===== src/rtl/shadow_write_queue_pkg.sv =====
// Shared types and helpers for the shadow-memory posted-write queue.
package shadow_write_queue_pkg;

    localparam int LANES = 4;

    typedef enum logic [1:0] {
        PUSH_NONE,
        PUSH_MERGE,
        PUSH_APPEND,
        PUSH_DROP
    } push_class_e;

    function automatic logic [15:0] sat_inc16(input logic [15:0] v);
        return (v == 16'hFFFF) ? v : v + 16'd1;
    endfunction

endpackage


===== src/rtl/shadow_write_queue_if.sv =====
// Bus-side write strobes, SDRAM client request port and queue status.
interface shadow_write_queue_if #(
    parameter int DEPTH      = 8,
    parameter int ADDR_WIDTH = 21
);
    localparam int LVL_W = $clog2(DEPTH) + 1;

    logic                  wr_i;
    logic [ADDR_WIDTH-1:0] addr_i;
    logic [7:0]            data_i;
    logic [3:0]            byte_en_i;

    logic                  mem_wr_o;
    logic [ADDR_WIDTH-1:0] mem_addr_o;
    logic [31:0]           mem_data_o;
    logic [3:0]            mem_byte_en_o;
    logic                  mem_ready_i;

    logic [LVL_W-1:0]      level_o;
    logic                  full_o;
    logic                  empty_o;
    logic [15:0]           drop_count_o;

    modport master (
        output wr_i, addr_i, data_i, byte_en_i, mem_ready_i,
        input  mem_wr_o, mem_addr_o, mem_data_o, mem_byte_en_o,
        input  level_o, full_o, empty_o, drop_count_o
    );

    modport slave (
        input  wr_i, addr_i, data_i, byte_en_i, mem_ready_i,
        output mem_wr_o, mem_addr_o, mem_data_o, mem_byte_en_o,
        output level_o, full_o, empty_o, drop_count_o
    );

endinterface


===== src/rtl/shadow_write_queue_entry_merge.sv =====
// Combinational lane merge: enabled lanes take the new byte, the rest keep
// the old entry's data; lane enables accumulate.
module queue_entry_merge
    import shadow_write_queue_pkg::*;
(
    input  logic [31:0]      old_data,
    input  logic [LANES-1:0] old_byte_en,
    input  logic [7:0]       byte_i,
    input  logic [LANES-1:0] en_i,
    output logic [31:0]      new_data,
    output logic [LANES-1:0] new_byte_en
);

    always_comb begin
        new_data    = old_data;
        new_byte_en = old_byte_en | en_i;
        for (int l = 0; l < LANES; l++) begin
            if (en_i[l]) begin
                new_data[8*l +: 8] = byte_i;
            end
        end
    end

endmodule


===== src/rtl/shadow_write_queue.sv =====
// Posted-write FIFO between the Apple II shadow logic and one SDRAM client
// port: absorbs controller stalls, merges same-word writes, counts drops.
module shadow_write_queue
    import shadow_write_queue_pkg::*;
#(
    parameter int DEPTH      = 8,
    parameter int ADDR_WIDTH = 21
) (
    input  logic             clk_logic,
    input  logic             system_reset,
    shadow_write_queue_if.slave bus
);

    localparam int PTR_W = $clog2(DEPTH);
    localparam int LVL_W = PTR_W + 1;

    typedef struct packed {
        logic [ADDR_WIDTH-1:0] addr;
        logic [31:0]           data;
        logic [LANES-1:0]      byte_en;
    } entry_t;

    entry_t           mem [DEPTH];
    logic [PTR_W-1:0] rd_ptr;
    logic [PTR_W-1:0] wr_ptr;
    logic [PTR_W-1:0] tail_ptr;
    logic [LVL_W-1:0] level;
    logic [15:0]      drop_count;

    logic             full;
    logic             empty;
    logic             pop;
    logic             wr_valid;
    push_class_e      push_class;

    logic [31:0]      base_data;
    logic [LANES-1:0] base_be;
    logic [LANES-1:0] merge_en;
    logic [31:0]      merged_data;
    logic [LANES-1:0] merged_be;

    assign full     = (level == LVL_W'(DEPTH));
    assign empty    = (level == '0);
    assign tail_ptr = wr_ptr - PTR_W'(1);
    assign pop      = !empty && bus.mem_ready_i;
    assign wr_valid = bus.wr_i && (bus.byte_en_i != '0);

    // The head is never a merge target: it may be mid-handshake, hence level >= 2.
    always_comb begin
        push_class = PUSH_NONE;
        if (wr_valid) begin
            if ((level >= LVL_W'(2)) && (mem[tail_ptr].addr == bus.addr_i)) begin
                push_class = PUSH_MERGE;
            end else if (!full || pop) begin
                push_class = PUSH_APPEND;
            end else begin
                push_class = PUSH_DROP;
            end
        end
    end

    // A fresh entry starts from zero with the byte replicated into every lane;
    // byte_en alone says which lanes the controller writes.
    always_comb begin
        base_data = '0;
        base_be   = '0;
        merge_en  = '1;
        if (push_class == PUSH_MERGE) begin
            base_data = mem[tail_ptr].data;
            base_be   = mem[tail_ptr].byte_en;
            merge_en  = bus.byte_en_i;
        end
    end

    queue_entry_merge u_merge (
        .old_data    (base_data),
        .old_byte_en (base_be),
        .byte_i      (bus.data_i),
        .en_i        (merge_en),
        .new_data    (merged_data),
        .new_byte_en (merged_be)
    );

    always_ff @(posedge clk_logic or posedge system_reset) begin
        if (system_reset) begin
            rd_ptr     <= '0;
            wr_ptr     <= '0;
            level      <= '0;
            drop_count <= '0;
            for (int i = 0; i < DEPTH; i++) begin
                mem[i] <= '0;
            end
        end else begin
            if (pop) begin
                rd_ptr <= rd_ptr + PTR_W'(1);
            end

            case (push_class)
                PUSH_MERGE: begin
                    mem[tail_ptr].data    <= merged_data;
                    mem[tail_ptr].byte_en <= merged_be;
                end
                PUSH_APPEND: begin
                    mem[wr_ptr] <= '{addr: bus.addr_i, data: merged_data, byte_en: bus.byte_en_i};
                    wr_ptr      <= wr_ptr + PTR_W'(1);
                end
                PUSH_DROP: begin
                    drop_count <= sat_inc16(drop_count);
                end
                default: ;
            endcase

            if ((push_class == PUSH_APPEND) && !pop) begin
                level <= level + LVL_W'(1);
            end else if ((push_class != PUSH_APPEND) && pop) begin
                level <= level - LVL_W'(1);
            end
        end
    end

    assign bus.mem_wr_o      = !empty;
    assign bus.mem_addr_o    = mem[rd_ptr].addr;
    assign bus.mem_data_o    = mem[rd_ptr].data;
    assign bus.mem_byte_en_o = mem[rd_ptr].byte_en;
    assign bus.level_o       = level;
    assign bus.full_o        = full;
    assign bus.empty_o       = empty;
    assign bus.drop_count_o  = drop_count;

endmodule


===== src/flat_wrapper.sv =====
// flat-port wrapper written by rule: the top's interface ports become plain ports
module shadow_write_queue_flat import shadow_write_queue_pkg::*;
#(
    parameter int DEPTH      = 8,
    parameter int ADDR_WIDTH = 21
)
  (clk_logic, system_reset, bus_wr_i, bus_addr_i, bus_data_i, bus_byte_en_i, bus_mem_ready_i, bus_mem_wr_o, bus_mem_addr_o, bus_mem_data_o, bus_mem_byte_en_o, bus_level_o, bus_full_o, bus_empty_o, bus_drop_count_o);
  shadow_write_queue_if #(.DEPTH(DEPTH), .ADDR_WIDTH(ADDR_WIDTH)) bus_i ();
  input  logic clk_logic;
  input  logic system_reset;
  input wire logic [$bits(bus_i.wr_i)-1:0] bus_wr_i;
  input wire logic [$bits(bus_i.addr_i)-1:0] bus_addr_i;
  input wire logic [$bits(bus_i.data_i)-1:0] bus_data_i;
  input wire logic [$bits(bus_i.byte_en_i)-1:0] bus_byte_en_i;
  input wire logic [$bits(bus_i.mem_ready_i)-1:0] bus_mem_ready_i;
  output wire logic [$bits(bus_i.mem_wr_o)-1:0] bus_mem_wr_o;
  output wire logic [$bits(bus_i.mem_addr_o)-1:0] bus_mem_addr_o;
  output wire logic [$bits(bus_i.mem_data_o)-1:0] bus_mem_data_o;
  output wire logic [$bits(bus_i.mem_byte_en_o)-1:0] bus_mem_byte_en_o;
  output wire logic [$bits(bus_i.level_o)-1:0] bus_level_o;
  output wire logic [$bits(bus_i.full_o)-1:0] bus_full_o;
  output wire logic [$bits(bus_i.empty_o)-1:0] bus_empty_o;
  output wire logic [$bits(bus_i.drop_count_o)-1:0] bus_drop_count_o;
  assign bus_i.wr_i = bus_wr_i;
  assign bus_i.addr_i = bus_addr_i;
  assign bus_i.data_i = bus_data_i;
  assign bus_i.byte_en_i = bus_byte_en_i;
  assign bus_i.mem_ready_i = bus_mem_ready_i;
  assign bus_mem_wr_o = bus_i.mem_wr_o;
  assign bus_mem_addr_o = bus_i.mem_addr_o;
  assign bus_mem_data_o = bus_i.mem_data_o;
  assign bus_mem_byte_en_o = bus_i.mem_byte_en_o;
  assign bus_level_o = bus_i.level_o;
  assign bus_full_o = bus_i.full_o;
  assign bus_empty_o = bus_i.empty_o;
  assign bus_drop_count_o = bus_i.drop_count_o;
  shadow_write_queue #(.DEPTH(DEPTH), .ADDR_WIDTH(ADDR_WIDTH)) u_core (.clk_logic(clk_logic), .system_reset(system_reset), .bus(bus_i));
endmodule

===== config.mk =====
export PLATFORM = sky130hd
export DESIGN_NAME = shadow_write_queue_flat
export DESIGN_NICKNAME = d
export VERILOG_FILES = /design/src/rtl/shadow_write_queue_pkg.sv /design/src/rtl/shadow_write_queue_if.sv /design/src/rtl/shadow_write_queue_entry_merge.sv /design/src/rtl/shadow_write_queue.sv /design/src/flat_wrapper.sv
export SDC_FILE = /design/constraint.sdc
export NUM_CORES = 1
export LEC_CHECK = 0
export BUFFER_PORTS_ARGS = -buffer_cell sky130_fd_sc_hd__clkbuf_2
export CORE_UTILIZATION = 55
export CTS_BUF_LIST = sky130_fd_sc_hd__clkbuf_2 sky130_fd_sc_hd__clkbuf_4 sky130_fd_sc_hd__clkbuf_8
export DETAILED_ROUTE_END_ITERATION = 6
export MAX_ROUTING_LAYER = met4
export PLACE_DENSITY = 0.7
export SKIP_LAST_GASP = 1
export SYNTH_ARGS = -nofsm -noshare
export SYNTH_HDL_FRONTEND = slang
export SYNTH_SLANG_ARGS = --single-unit
export TNS_END_PERCENT = 5

===== constraint.sdc =====
create_clock -name clk_logic -period 17.2 [get_ports clk_logic]
set_input_delay 0 -clock clk_logic [delete_from_list [all_inputs] [get_ports clk_logic]]
set_output_delay 0 -clock clk_logic [all_outputs]
set_load 0.01 [all_outputs]

### Word level (Yosys, flattened, before mapping)

Cells that the tools add are included.

| cells by class | value |
|---|---|
| add/subtract/negate cells | 6 |
| bitwise gates (word level) | 5 |
| reductions and logical operators | 16 |
| muxes and demuxes | 28 |
| magnitude comparators | 6 |
| eq/ne operators | 7 |

Operators by type and width:

| cell | count |
|---|---|
| $bwmux 456 | 3 |
| $pmux 456 s2 | 1 |
| $demux 57 s3 | 3 |
| $bmux 57 s3 | 2 |
| $mux 57 | 5 |
| $mux 36 | 1 |
| $mux 32 | 1 |
| $mux 8 | 4 |
| $eq 21x21->1 | 1 |
| $mux 4 | 5 |
| $add 16x1->16 const B | 1 |
| $eq 16x16->1 const B | 1 |
| $ge 4x4->1 const B | 3 |
| $not 3->4 | 3 |
| $lt 4x1->1 const B | 2 |
| $logic_and 1x1->1 | 7 |
| $add 3x1->3 const B | 2 |
| $add 4x1->4 const B | 1 |
| $eq 2x2->1 const B | 2 |
| $eq 4x4->1 const B | 1 |
| $ge 4x2->1 const B | 1 |
| $logic_not 4->1 | 1 |
| $mux 2 | 2 |
| $or 4x4->4 | 1 |
| other kinds (11) | 14 |

| storage, ports and cells | value |
|---|---|
| logic and storage cells | 96 |
| input port bits | 37 |
| flip-flop bits (word level) | 482 |
| output and inout bits | 80 |

### Depth between registers and ports, before layout

Gate-level depths: netlist of run 1.

| depth | value |
|---|---|
| word-level depth | 15 |
| gate-level depth with buffers | 24 |
| depth with buffers taken out | 18 |

### Cells and area by module

Synthesis of run 1 repeated with hierarchy kept, for this count alone.

| unflattened totals | value |
|---|---|
| cells, all modules | 1982 |
| area, all modules | 26291.5 µm² |

By module, submodules not included:

| module | sequential area each (µm²) | times used | cells an instance | area an instance (µm²) |
|---|---|---|---|---|
| shadow_write_queue | 12061.6 | 1 | 1942 | 25740.9 |
| queue_entry_merge | 0.0 | 1 | 40 | 550.5 |

### Least setup slack after synthesis of run 1

OpenSTA, ideal clock, no wires.

| timing | value |
|---|---|
| kind | reg-to-reg |
| start point | reg u_core.wr_ptr[0] |
| end point | reg u_core.mem[132] in the netlist's numbering |
| data arrival time | 4.529 ns |
| clock period less this slack | 4.657 ns |
| setup time | 0.128 ns |
| stages on the path, launching flop included | 21 |
| setup slack | 12.543 ns |
| required time | 17.072 ns |
| buffers on the path | 7 |
| cell sequence | dfrtp_1 > buf_6 > inv_2 > buf_4 > buf_2 > ha_1 > buf_2 > mux4_2 > xor2_1 > o21ai_0 > o2111ai_1 > a2111oi_0 > and4b_1 > nor2_1 > ha_1 > clkbuf_1 > clkbuf_1 > nor3_1 > o21ai_1 > buf_2 > mux2_1 |

| between the ends | value |
|---|---|
| word-level cells in the longest chain between the ends | 15 |
| elaborated cells on any way between the ends | 31 |
| those cells by class | add/sub (1); order compare (4); eq/ne (3); mux (17); bitwise (2); reduce/logical (4) |

Ends and longest elaborated chain:

| element | line | text |
|---|---|---|
| start, declared | shadow_write_queue.sv:25 | `logic [PTR_W-1:0] wr_ptr;` |
| start signal, assigned | shadow_write_queue.sv:105 | `wr_ptr <= wr_ptr + PTR_W'(1);` |
| $sub 3x1->3 * | shadow_write_queue.sv:44 | `assign tail_ptr = wr_ptr - PTR_W'(1);` |
| via u_core.tail_ptr[0] | shadow_write_queue.sv:26 | `logic [PTR_W-1:0] tail_ptr;` |
| $not 3->4 (not written as such) * | -- |  |
| $bmux 57 s3 | shadow_write_queue.sv:52, shadow_write_queue.sv:69 |  |
| $mux 57 (2 in series) | -- |  |
| $eq 21x21->1 | shadow_write_queue.sv:52 | `if ((level >= LVL_W'(2)) && (mem[tail_ptr].addr == bus.addr_i)) begin` |
| $logic_and 1x1->1 | shadow_write_queue.sv:52 |  |
| $mux 2 | shadow_write_queue.sv:52 |  |
| $mux 2 | shadow_write_queue.sv:51 | `if (wr_valid) begin` |
| $eq 2x1->1 | shadow_write_queue.sv:68, shadow_write_queue.sv:98 |  |
| $mux 32 / $mux 4 (equally long branches) | shadow_write_queue.sv:68 | `if (push_class == PUSH_MERGE) begin` |
| $mux 8 | shadow_write_queue_entry_merge.sv:18 | `if (en_i[l]) begin` |
| $bwmux 456 | shadow_write_queue.sv:100 | `mem[tail_ptr].data <= merged_data;` |
| $bwmux 456 | shadow_write_queue.sv:101 | `mem[tail_ptr].byte_en <= merged_be;` |
| $pmux 456 s2 | shadow_write_queue.sv:98 | `case (push_class)` |
| end signal, assigned by index | shadow_write_queue.sv:104 | `mem[wr_ptr] <= '{addr: bus.addr_i, data: merged_data, byte_en: bus.byte_en_i};` |
| end, declared | shadow_write_queue.sv:23 | `entry_t mem [DEPTH];` |

Mark *: on every way through the listed nets, which the timed path passes. The rest lies on a longest branch. The select of a mux whose other input is x is not followed.
A chain may end at the register's enable or synchronous reset.

### Worst setup path after layout of run 1

| timing | value |
|---|---|
| start point | reg u_core.wr_ptr[0] |
| end point | reg u_core.mem[449] in the netlist's numbering |

| between the ends | value |
|---|---|
| word-level cells in the longest chain between the ends | 11 |
| elaborated cells on any way between the ends | 24 |
| those cells by class | add/sub (1); order compare (2); eq/ne (3); mux (13); bitwise (2); reduce/logical (3) |

Ends and longest elaborated chain:

| element | line |
|---|---|
| $sub 3x1->3 | shadow_write_queue.sv:44 |
| $not 3->4 (not written as such) | shadow_write_queue.sv:52, shadow_write_queue.sv:100, shadow_write_queue.sv:101 |
| $bmux 57 s3 | shadow_write_queue.sv:52 |
| $mux 57 (2 in series) | -- |
| $eq 21x21->1 | shadow_write_queue.sv:52 |
| $logic_and 1x1->1 | shadow_write_queue.sv:52 |
| $mux 2 | shadow_write_queue.sv:52 |
| $mux 2 | shadow_write_queue.sv:51 |
| $eq 2x2->1 / $eq 2x1->1 (equally long branches) | shadow_write_queue.sv:98 |
| $pmux 456 s2 / $reduce_bool 2->1 (equally long branches) | -- |

Parallel ways exist; a longest one is shown, timed or not. The select of a mux whose other input is x is not followed.

==> results of run 1 <==
worst reg2reg max path: cells and delay by family, from the launching register on:
| family | cells | cell delay [ps] |
|---|---|---|
| buffers and inverters | 3 | 1700 |
| and+or+nand+nor | 8 | 3160 |
| AOI/OAI and AO/OA | 1 | 140 |
| DFF | 1 | 770 |
| muxes | 1 | 600 |
| adders and majority gates | 2 | 1090 |
power breakdown:
group,internal [mW],total (mW),switching [mW]
Combinational,1.87,3.61,1.73
Sequential,1.68,2.16,0.480
Clock,0.637,1.13,0.489
Total,4.19,6.89,2.70
worst paths after layout:
kind	start	endpoint	slack [ps]	cells past startpoint
hold reg to reg	u_core.mem[163]	u_core.mem[163]	500	2
setup / recovery	u_core.wr_ptr[0]	u_core.mem[449]	9610	15
hold / removal	bus_mem_ready_i	u_core.rd_ptr[2]	150	4
max in group asynchronous	system_reset	u_core.mem[287]	14310	6
setup reg to reg	u_core.wr_ptr[0]	u_core.mem[449]	9610	15
min in group asynchronous	system_reset	u_core.bus.drop_count_o[10]	540	4
repair_timing:
item	4_1_cts	5_1_grt
hold buffers	36	0
setup buffers	0	0
endpoints found under the hold margin	414	0
resized for setup	0	0
flip-flops by register name (all words and copies together) (netlist names):
name,count
u_core.bus.drop_count_o,16
u_core.bus.level_o,4
u_core.mem,456
u_core.rd_ptr,3
u_core.wr_ptr,3
cell families (layout without fill, tap and decap cells):
group,count (synthesis),count (layout)
compound gates,238,238
xor+xnor,59,59
fa+ha+maj,11,11
buf+inv,181,349
flops,482,482
mux,692,692
other cells,0,4
simple gates,337,337
layer usage:
metal,global-route usage [%],vias up,part of all wire (%)
li1,-,7741,-
met1,39.8,9454,43
met2,47.0,618,49
met3,5.23,149,5.4
met4,10.3,0,2.8
met5,-,-,0
cell type report:
cell class,count,area [µm²]
fillers,3591,17400
multi-input cells,1337,13600
flip-flops and latches,482,12100
clock buffers,139,1730
repair buffers,188,1220
well taps,607,759
clock inverters,16,105
inverters,6,30.0
diodes,4,10.0
placed cells by master (no fill, tap or decap), types with 15 or more instances in the layout:
cell / instances
sky130_fd_sc_hd__dfrtp_1: 478
sky130_fd_sc_hd__mux2_2: 426
sky130_fd_sc_hd__nand2_1: 191
sky130_fd_sc_hd__mux4_2: 179
sky130_fd_sc_hd__clkbuf_2: 116
sky130_fd_sc_hd__clkbuf_8: 109
sky130_fd_sc_hd__mux2i_1: 84
sky130_fd_sc_hd__nor2_1: 56
sky130_fd_sc_hd__o21ai_0: 52
sky130_fd_sc_hd__a22o_1: 48
sky130_fd_sc_hd__nor3_1: 39
sky130_fd_sc_hd__dlygate4sd3_1: 36
sky130_fd_sc_hd__xnor2_1: 35
sky130_fd_sc_hd__buf_4: 35
sky130_fd_sc_hd__a21oi_1: 31
sky130_fd_sc_hd__clkbuf_4: 30
sky130_fd_sc_hd__xor2_1: 22
sky130_fd_sc_hd__o21ai_1: 21
sky130_fd_sc_hd__a211oi_1: 15
metrics by stage:
stage,utilization (%),power [mW]
floorplan,-,4.79
global placement,58.3,5.64
detailed placement,58.3,5.76
CTS,62.9,6.91
global route,63.0,7.27
finish,63.0,6.89
==> metrics, run 1 <==
fraction of registers with async set or reset after synthesis=100%; maximum cell stage delay along the critical path=950 ps; final wirelength=69,800 µm; router iterations before antenna repair=5; total grt overflow=0; top post-synthesis cells by count=482 x sky130_fd_sc_hd__dfrtp_1, 426 x sky130_fd_sc_hd__mux2_2, 191 x sky130_fd_sc_hd__nand2_1, 179 x sky130_fd_sc_hd__mux4_2, 86 x sky130_fd_sc_hd__clkbuf_1; total die area=0.0490 mm²; required time at the worst-slack endpoint=17,760 ps; Final ANT Viol Nets=0; CP cell instances=inv_2, ha_4, buf_4, buf_4, nand2_1, nor4b_1, a2111oi_0, nand4_1, and4b_1, nor2_1, ha_1, nand2_1, nor3_1, nand2_1, mux2_2; clock transition at the registers of the reported paths=70 ps; global-route total usage across every layer=30.0%; multiplexer share of the synthesized area=36.8%; most frequent cell after synthesis=sky130_fd_sc_hd__dfrtp_1; Max H-tree Level=3; worst clock skew=40.8 ps; number of sinks driven by the clock tree=482; top cells by area in the synthesized netlist=sky130_fd_sc_hd__dfrtp_1 46%, sky130_fd_sc_hd__mux2_2 18%, sky130_fd_sc_hd__mux4_2 15%; period utilization=44.1%; PwrDens=233 mW/mm²; critical path data arrival time=8150 ps; clock root buffer master=sky130_fd_sc_hd__clkbuf_8; Yosys top cell by area=sky130_fd_sc_hd__dfrtp_1; count of buffers from port buffering=116; wire length of the first global-routing pass=110,000 µm; largest net degree at the start of global routing=170; via count of the first global-routing pass=18,500; final setup slack of the worst path=9610 ps; Max Buffers Root-to-Sink=3; max_cap viols=0; Max transition margin=18.4%; maximum fanout count along the critical path=73; Via-to-Cell Ratio=6.46; kind of cell adding the most delay to the critical path=simple AND/OR/NAND/NOR gates; synthesized-area fraction occupied by ao, oa, aoi and oai cells=6.29%; worst hold slack across all endpoints=149 ps; number of instances in the synthesized netlist=2,000; Max rail drop VDD=0.182 mV; Post-DP Area=0.0274 mm²; endpoints failing hold=0; min Tclk post-route=7590 ps; floorplan row count=79; type of destination of the critical path=flop; signed area change from the synthesized netlist to the final layout=11.8%; setup repair after global routing missed its margin=false; Tightest Hold Check Type=input port to flop; total via count after detailed routing=18,000; synthesis-stage register bit count=482; dpl hpwl=40,900 µm; pins over their slew limit=0; top-level I/O count=117; Worst Setup Slack post-DPL=9760 ps; fraction of the mapped netlist area in simple logic gates=5.45%; master of the slowest instance on the critical path=sky130_fd_sc_hd__nand2_1; crit start category=flop; Avg Inst Size Synth=13.2 µm²; CP dominant cell by count=sky130_fd_sc_hd__nand2_1; static leakage power=12.9 nW; FMAX=0.132 GHz; Setup TNS Final=0 ps; number of buffers created by CTS=86; outcome=complete, no violations; average detailed-routed wire length per instance=25.1 µm; core region area=0.0470 mm²; fin nets=2,149; number of synthesized flops with an enable pin=0; antenna violations before repair=3; sequential fraction of the synthesis area=45.6%; insertion delay of the later-clocked pin in the worst-skew pair=700 ps; xor/xnor share of the synthesized area=2.01%; number of non-filler instances in the completed layout=2,779; fraction of final layout cells with drive strength greater than 1=43.8%; net count after synthesis=2,048; TritonCTS clock tree=built; final weighted congestion of routability-driven global placement=0.867; die height=221 µm; adder-cell share of the synthesized area=0.549%; Cell Count Post-Placement=2,584; number of warnings printed during yosys synthesis=0; post-synthesis instance area=0.0264 mm²; violation count after the first detailed-routing iteration=1,663; transition time at the pin with the least slew margin=1220 ps; area share of the leading cell type in the synthesized netlist=45.6%; effective utilization at floorplan=56.3%; critical path buffer and inverter count=3; number of setup violations in the final report=0; CP Class=flop to flop; primary flip-flop cell chosen by synthesis mapping=sky130_fd_sc_hd__dfrtp_1; main combinational cell family by area after synthesis=multiplexers; Die W=221 µm; unique cell type count in the Yosys netlist=60; remaining routing DRC violations=0; post-route design area=0.0296 mm²
Power figures use the tool's default switching activity.
==> run 2: changes to the inputs <==
--- a/config.mk
+++ b/config.mk
@@ -5,12 +5,13 @@
 export SDC_FILE = /design/constraint.sdc
 export NUM_CORES = 1
 export LEC_CHECK = 0
+export ABC_AREA = 1
 export BUFFER_PORTS_ARGS = -buffer_cell sky130_fd_sc_hd__clkbuf_2
 export CORE_UTILIZATION = 55
 export CTS_BUF_LIST = sky130_fd_sc_hd__clkbuf_2 sky130_fd_sc_hd__clkbuf_4 sky130_fd_sc_hd__clkbuf_8
 export DETAILED_ROUTE_END_ITERATION = 6
 export MAX_ROUTING_LAYER = met4
-export PLACE_DENSITY = 0.7
+export PLACE_DENSITY = 0.73
 export SKIP_LAST_GASP = 1
 export SYNTH_ARGS = -nofsm -noshare
 export SYNTH_HDL_FRONTEND = slang
==> constraint.sdc (replaced) <==
create_clock -name clk_logic -period 6.7 [get_ports clk_logic]
set_input_delay 0 -clock clk_logic [delete_from_list [all_inputs] [get_ports clk_logic]]
set_output_delay 0 -clock clk_logic [all_outputs]
set_load 0.01 [all_outputs]
==> metrics, run 2 <==
outcome=complete, no violations; Max Buffers Root-to-Sink=3; dpl hpwl=46,700 µm; CP cell instances=inv_1, ha_2, inv_2, nand2_2, nor2_1, a21oi_2, nand2_1, nand2_1, nand3_1, nor2_1, nand3_1, nand2_2, inv_2, ha_1, inv_2, nor4_4, nand2_1, nand2_2, buf_4, nand2_1, o21ai_0; Max transition margin=23.9%; insertion delay of the later-clocked pin in the worst-skew pair=710 ps; Final ANT Viol Nets=0; most frequent cell after synthesis=sky130_fd_sc_hd__nand2_1; master of the slowest instance on the critical path=sky130_fd_sc_hd__nand2_2; number of cells upsized or downsized after cts=0; TritonCTS clock tree=built; die height=227 µm; number of instances in the synthesized netlist=3,779; number of sinks driven by the clock tree=482; fill cell total of the finished layout=4,518; effective utilization at floorplan=56.3%; total grt overflow=0; reg2reg start=u_core.wr_ptr[1]; Max rail drop VDD=0.304 mV; fraction of registers with async set or reset after synthesis=100%; crit start category=flop; worst hold slack across all endpoints=168 ps; Tightest Hold Check Type=input port to flop; period utilization=83.9%; Via-to-Cell Ratio=5.70; maximum cell stage delay along the critical path=680 ps; number of warnings printed during yosys synthesis=0; transition time at the pin with the least slew margin=1140 ps; type of destination of the critical path=flop; Die W=227 µm; router iterations before antenna repair=6; clock root buffer master=sky130_fd_sc_hd__clkbuf_8; endpoints failing hold=0; final wirelength=83,100 µm; net count after synthesis=3,827; CP Class=flop to flop; number of buffers created by CTS=86; critical path data arrival time=6210 ps; Post-DP Area=0.0282 mm²; post-synthesis instance area=0.0278 mm²; pins over their slew limit=0; synthesis-stage register bit count=482; largest net degree at the start of global routing=195; max_cap viols=0; maximum fanout count along the critical path=42; number of synthesized flops with an enable pin=0; total die area=0.0514 mm²; floorplan row count=81; fraction of final layout cells with drive strength greater than 1=11.0%; remaining routing DRC violations=0; FMAX=0.178 GHz; via count of the first global-routing pass=24,400; Antenna Cells=0; clock transition at the registers of the reported paths=70 ps; worst clock skew=36.8 ps; Cell Count Post-Placement=4,333; Yosys top cell by area=sky130_fd_sc_hd__dfrtp_1; primary flip-flop cell chosen by synthesis mapping=sky130_fd_sc_hd__dfrtp_1; Avg Inst Size Synth=7.35 µm²; unique cell type count in the Yosys netlist=49; power after layout=16.1 mW; static leakage power=14.3 nW; total via count after detailed routing=25,800; count of buffers from port buffering=116; area share of the leading cell type in the synthesized netlist=43.4%; signed area change from the synthesized netlist to the final layout=9.26%; top-level I/O count=117; top library cells by usage in the layout, fill and taps aside=1,230 x sky130_fd_sc_hd__nand2_1, 622 x sky130_fd_sc_hd__o21ai_0, 479 x sky130_fd_sc_hd__dfrtp_1; antenna violations before repair=0; top cells by area in the synthesized netlist=sky130_fd_sc_hd__dfrtp_1 43%, sky130_fd_sc_hd__nand2_1 17%, sky130_fd_sc_hd__o21ai_0 11%; top post-synthesis cells by count=1,232 x sky130_fd_sc_hd__nand2_1, 622 x sky130_fd_sc_hd__o21ai_0, 482 x sky130_fd_sc_hd__dfrtp_1, 283 x sky130_fd_sc_hd__inv_1, 216 x sky130_fd_sc_hd__nor2_1; average detailed-routed wire length per instance=18.4 µm; number of non-filler instances in the completed layout=4,517; max reg flops=456; PwrDens=529 mW/mm²; fin nets=3,841; post-route design area=0.0303 mm²; crit path launch=u_core.wr_ptr[1]; most frequent standard cell in the layout excluding fill and tap cells=sky130_fd_sc_hd__nand2_1; register containing the most flip-flops in the final layout=u_core.mem; post-CTS setup repair buffer count=0; final weighted congestion of routability-driven global placement=0.906; origin of the worst min-delay path=bus_mem_ready_i; number of setup violations in the final report=0; wire length of the first global-routing pass=133,000 µm; Max H-tree Level=3; setup repair after global routing missed its margin=false; core region area=0.0494 mm²; Setup TNS Final=0 ps; violation count after the first detailed-routing iteration=2,578; sequential fraction of the synthesis area=43.4%; required time at the worst-slack endpoint=7290 ps; global-route total usage across every layer=34.1%; CP dominant cell by count=sky130_fd_sc_hd__nand2_1; min Tclk post-route=5620 ps
[run 2: path summary, 6_finish.rpt]
kind | endpoint | slack [ps] | depth (start not counted)
setup / recovery | u_core.mem[353] | 1080 | 21
hold / removal | u_core.rd_ptr[2] | 170 | 4
setup reg to reg | u_core.mem[353] | 1080 | 21
hold reg to reg | u_core.mem[39] | 490 | 2
max in group asynchronous | u_core.mem[129] | 4330 | 6
min in group asynchronous | u_core.wr_ptr[1] | 460 | 4
[run 2: logic make-up (layout without fill, tap and decap cells)]
group	count (synthesis)	after routing	synth area share, %
multiplexers	32	32	1.30
flip-flops	482	482	43.4
buffers and inverters	562	636	9.00
AND/OR/NAND/NOR	1564	1564	22.4
AO/OA/AOI/OAI	1107	1107	22.7
XOR/XNOR	21	21	0.663
adder cells (fa/ha/maj)	11	11	0.523
[run 2: routing by layer]
metal	up-vias	wire [µm]	GRT usage, %
met5	-	0	-
met4	0	2800	12.8
met3	205	6820	5.57
met2	1084	38600	53.6
met1	12100	34900	44.5
li1	12400	-	-
[run 2: worst max-delay path: cells and delay by family (launching register included)]
kind	cells	cell delay [ps]
AO/OA/AOI/OAI	2	170
adder cells (fa/ha/maj)	2	850
buffers and inverters	5	1570
flip-flops	1	470
AND/OR/NAND/NOR	12	2400
[run 2: repair_timing]
item                                    CTS  global route
hold endpoints to repair                626             0
endpoints found under the setup margin    0             0
hold buffers                             36             0
[run 2: metrics by stage]
stage	utilization (%)	worst slack, ps
2_1_floorplan	-	167
3_5_place_dp	57.0	1180
4_1_cts	61.5	1130
6_report	61.5	1080
5_1_grt	61.5	735
3_3_place_gp	57.0	1350
[run 2: where the power goes]
part,switching [mW],leakage (nW),total (mW),internal [mW]
sequential,0.908,5.94,5.18,4.27
clock,1.28,0.961,2.93,1.65
combinational,5.40,7.38,7.95,2.55
total,7.58,14.3,16.1,8.48
[run 2: final cells by class]
type	instances	area [µm²]	share of cell area, %
multi-input cells	2735	13200	43.6
inverters	296	1130	3.71
clock buffers	134	1700	5.61
well taps	664	831	2.74
flip-flops and latches	482	12100	39.8
repair buffers	192	1270	4.17
clock inverters	14	121	0.400
